===== config.mk =====
export PLATFORM = sky130hd
export DESIGN_NAME = cpu_run_controller
export DESIGN_NICKNAME = d
export VERILOG_FILES = /design/src/rtl/cpu_run_controller.sv
export SDC_FILE = /design/constraint.sdc
export NUM_CORES = 1
export LEC_CHECK = 0
export ABC_AREA = 1
export BUFFER_PORTS_ARGS = -buffer_cell sky130_fd_sc_hd__buf_2
export CORE_UTILIZATION = 50
export CTS_BUF_LIST = sky130_fd_sc_hd__clkbuf_8
export CTS_CLUSTER_DIAMETER = 100
export DETAILED_ROUTE_END_ITERATION = 16
export PLACE_DENSITY = 0.72
export SYNTH_ARGS = -nofsm -noshare
export SYNTH_HDL_FRONTEND = slang
export SYNTH_SLANG_ARGS = --single-unit

===== constraint.sdc =====
create_clock -name clk -period 1.58 [get_ports clk]
set_input_delay 0.316 -clock clk [delete_from_list [all_inputs] [get_ports clk]]
set_output_delay 0.316 -clock clk [all_outputs]
set_load 0.01 [all_outputs]

===== src/rtl/cpu_run_controller.sv =====
// cpu_run_controller: run/halt sequencer feeding the 7-phase clock controller.
// Commands from the debug/host side and HLT from decode are applied only on
// instruction boundaries (retire = alive while the last phase is active).
// All outputs are registered; they are derived from the next state so they
// change in the same cycle as the state register.
module cpu_run_controller #(
  parameter int CNT_W = 32
) (
  input  logic             clk,
  input  logic             rst_n,
  input  logic             start,
  input  logic             step,
  input  logic             stop,
  input  logic             halt_req,
  input  logic             count_clr,
  input  logic [6:0]       clk_sequence,
  output logic             alive,
  output logic             running,
  output logic             halted,
  output logic [CNT_W-1:0] instr_count
);

  typedef enum logic [1:0] {
    ST_IDLE   = 2'd0,
    ST_RUN    = 2'd1,
    ST_STEP   = 2'd2,
    ST_HALTED = 2'd3
  } state_t;

  state_t           state_r;
  state_t           state_s;
  logic             stop_pending_r;
  logic             stop_pending_s;
  logic             retire_s;
  logic [CNT_W-1:0] count_s;
  logic             seq_unused_s;

  // Only the last phase matters here; the earlier phases are observed but unused.
  assign seq_unused_s = ^clk_sequence[5:0];

  // An instruction retires when the phase generator is enabled in its last phase.
  assign retire_s = alive & clk_sequence[6];

  // Next-state logic: boundary decisions use halt > start-upgrade > stop priority.
  always_comb begin
    state_s        = state_r;
    stop_pending_s = 1'b0;
    case (state_r)
      ST_IDLE, ST_HALTED: begin
        if (start) begin
          state_s = ST_RUN;
        end else if (step) begin
          state_s = ST_STEP;
        end else begin
          state_s = state_r;
        end
      end
      ST_RUN: begin
        if (retire_s) begin
          if (halt_req) begin
            state_s = ST_HALTED;
          end else if (stop | stop_pending_r) begin
            state_s = ST_IDLE;
          end else begin
            state_s = ST_RUN;
          end
        end else begin
          // A stop mid-instruction is remembered until the next boundary.
          state_s        = ST_RUN;
          stop_pending_s = stop_pending_r | stop;
        end
      end
      ST_STEP: begin
        if (retire_s) begin
          if (halt_req) begin
            state_s = ST_HALTED;
          end else if (start) begin
            state_s = ST_RUN;
          end else begin
            state_s = ST_IDLE;
          end
        end else if (start) begin
          state_s = ST_RUN;
        end else begin
          state_s = ST_STEP;
        end
      end
      default: begin
        state_s = ST_IDLE;
      end
    endcase
  end

  // Retired-instruction counter: clear beats increment; wraps naturally.
  always_comb begin
    count_s = instr_count;
    if (count_clr) begin
      count_s = '0;
    end else if (retire_s) begin
      count_s = instr_count + {{(CNT_W-1){1'b0}}, 1'b1};
    end else begin
      count_s = instr_count;
    end
  end

  // State, pending-stop flag, counter and registered status outputs.
  always_ff @(posedge clk or negedge rst_n) begin
    if (!rst_n) begin
      state_r        <= ST_IDLE;
      stop_pending_r <= 1'b0;
      alive          <= 1'b0;
      running        <= 1'b0;
      halted         <= 1'b0;
      instr_count    <= '0;
    end else begin
      state_r        <= state_s;
      stop_pending_r <= stop_pending_s;
      alive          <= (state_s == ST_RUN) | (state_s == ST_STEP);
      running        <= (state_s == ST_RUN);
      halted         <= (state_s == ST_HALTED);
      instr_count    <= count_s;
    end
  end

endmodule


==> metrics.yaml <==
run_status:
  status: "completed"
die:
  io_pins: 49
  core.rowCount: 23
  start_util_pct: 53.9
  die-area_sq_um: 4740
  fp.dieH_um: 68.8
  core_sq_um: 4140
  dieWidth_um: 68.8
setup_path:
  cp.required_ns: 1.76
  reg2reg_depth: 8
  worstSetupEndpoint: "instr_count[30]"
  arrival_ns: 1.71
  r2r-end: "instr_count[30]"
  r2r_slack_ns: 0.06
  crit_path_start: "instr_count[0]"
  crit_fanout: 8
  r2r-start: "instr_count[0]"
  start_kind: "flip-flop"
  endpoint_kind: "flip-flop"
  critPathKind: "flip-flop to flip-flop"
clocking:
  cts_made_buffers: 5
  cts.clk_slew.worst_paths_ns: 0.07
  clk_latency_ns: 0.29
  clock-sinks: 38
  tritoncts: "built"
  cts_max_level: 2
  cts_root_buf: "clkbuf_8"
  cts_max_path_buffers: 2
cells_and_area:
  drive_gt1_share_pct: 28.5
  seqCellArea_sq_um: 951
  multiInputGateArea_sq_um: 1190
  layout.nets: 376
  fin_cells: 408
  area_delta_synth_final_pct: 23.0
  fillers: 369
  n_antenna_cell: 0
  fin_util_pct: 66.3
yosys:
  yosys_warnings: 0
  async_reset_ff_share_pct: 100
  syn-cell-area_sq_um: 2230
  synth-seq-cells: 38
  yosys.area.top_type_share_pct: 42.6
  syn_inst: 299
  synth_edf_count: 0
  synth_most_common_cell: "nand2_1"
  syn_area_per_cell_sq_um: 7.47
  synth_cell_types: 25
  ys_seq_area_share_pct: 42.6
  synthTopCellsByArea: "dfrtp_1 (43%), nand2_1 (10%), nor2_1 (8.6%)"
  synth_commonest_cells: "nand2_1 (61), nor2_1 (51), dfrtp_1 (38)"
  ys.flop_type: "dfrtp_1"
  synth_nets: 318
  synth_area_leader_cell: "dfrtp_1"
power:
  power.density_nw_per_um2: 851
  irDropWorstVdd_mv: 0.632
  p_leak_uw: 0.00137
global_route:
  grt_first_pass_wirelength_um: 8630
  grt_antenna_before_repair: 0
  grtUsageTotal_pct: 24.8
  gr-total-overflow: 0
  busiest_layer: "met2"
  grt_use_met1_pct: 33.0
  use_met2_pct: 40.7
  grtUsageMet3_pct: 5.76
  grt_max_degree: 29
  first_global_vias: 1932
worst_hold_path:
  hold_path.class: "input port to flip-flop"
timing:
  rsz0062_at_grt: "true"
  finalMaxSlewViolations: 0
  max_freq_mhz: 656
  setup_violations: 0
  fin_crit_sh_pct: 96.5
  tightest_slew_ns: 0.333
  setup_slack_ns: 0.0556
  slew_headroom_pct: 77.7
  fin_skew_ns: 0.00281
  finalHoldViolations: 0
  period_needed_ns: 1.52
drt:
  first_pass_iters: 4
  ant_nets: 0
  remaining_drc_errors: 0
  drt_first_iter_violations: 98
  wire_per_inst_um: 12.9
  viasPerCell: 5.18
  num_vias: 2115
  wl_um: 5270
flow_run:
  max-cap-violations: 0
place:
  io_buffers: 42
  dp_slack_ns: 0.0436
  place_congestion: 0.862
  dpl.hpwl_um: 3900
  dp_cells: 395
## layer usage
layer,share of wire (%),up-vias
met5,0,-
met4,1.6,0
met3,5.0,9
met2,47,54
met1,46,978
li1,-,1074
## registers in the layout (all words and copies together) (netlist names)
signal,flops
alive,1
instr_count,32
stop_pending_r,1
running,1
halted,1
state_r,2
## timing repair
action	CTS	global route
buffers inserted	0	4
hold endpoints to repair	12	0
setup endpoints to repair	0	11
resized for setup	0	16
hold buffers	1	0
## power breakdown
group / switching [uW] / internal (uW)
registers: 44.9 / 1050
clock network: 343 / 346
logic: 340 / 209
## placed cells by master, fill, tap and decap left out
master / synthesis / routed
nor2_2: 6 / 6
clkbuf_8: 0 / 6
nand3_2: 3 / 7
o41ai_1: 1 / 1
ha_1: 5 / 4
buf_4: 1 / 11
ha_4: 0 / 1
nand2_1: 61 / 60
dlygate4sd3_1: 0 / 1
inv_1: 36 / 37
nor3_2: 2 / 2
nand3_1: 19 / 14
inv_2: 3 / 3
a21oi_1: 25 / 24
a22oi_1: 1 / 1
nand2_4: 0 / 3
nor2_4: 9 / 10
o31ai_1: 1 / 1
clkinv_2: 0 / 1
o21a_1: 1 / 1
buf_2: 2 / 42
nand3_4: 0 / 1
nand2_2: 9 / 7
nand3b_2: 1 / 1
dfrtp_1: 38 / 38
nor3_1: 7 / 7
a31oi_1: 1 / 1
nand4_1: 5 / 5
o21ai_1: 2 / 3
a21oi_2: 0 / 1
nor2_1: 51 / 50
o21ai_0: 9 / 8
## logic make-up (layout without fill, tap and decap cells)
family	Yosys count	in the layout	synth area share (%)
AO/OA/AOI/OAI	41	41	9.75
flip-flops	38	38	42.6
adder cells (fa/ha/maj)	5	5	2.80
AND/OR/NAND/NOR	173	173	37.5
buffers and inverters	42	101	7.34
## through the flow
step	setup TNS, ns	hold WS [ns]	power, uW	area [sq um]
after floorplan	0	0.0204	1430	2230
after global placement	0	0.223	1600	2540
after detailed placement	0	0.225	1620	2540
after CTS	0	0.262	2310	2640
after global routing	-0.130	0.289	2470	2750
final	0	0.274	2340	2750
## how the worst min path moves through the flow
stage / from / to / slack [ns] / depth (start not counted)
6_report: count_clr / instr_count[3] / 0.27 / 2
5_1_grt: count_clr / instr_count[4] / 0.29 / 2
4_1_cts: count_clr / instr_count[3] / 0.26 / 2
3_5_place_dp: rst_n / halted / 0.23 / 1
3_3_place_gp: rst_n / running / 0.22 / 1
2_1_floorplan: rst_n / alive / 0.02 / 0
## area by class of cell
| type | instances | area share (%) |
|---|---|---|
| multi-input cells | 219 | 43.4 |
| clock buffers | 6 | 3.01 |
| repair buffers | 54 | 11.0 |
| inverters | 39 | 5.33 |
| well taps | 50 | 2.28 |
| clock inverters | 2 | 0.319 |
| flip-flops and latches | 38 | 34.6 |
## worst max-delay path, cell delays in order (launching register included)
cell and delay (ns):
dfrtp_1 0.41, ha_4 0.17, nand2_4 0.06, nor2_4 0.19, nand3_4 0.10, nor2_4 0.27
nand3_2 0.10, nand2_1 0.07, nor2_1 0.04
Power figures use the tool's default switching activity.
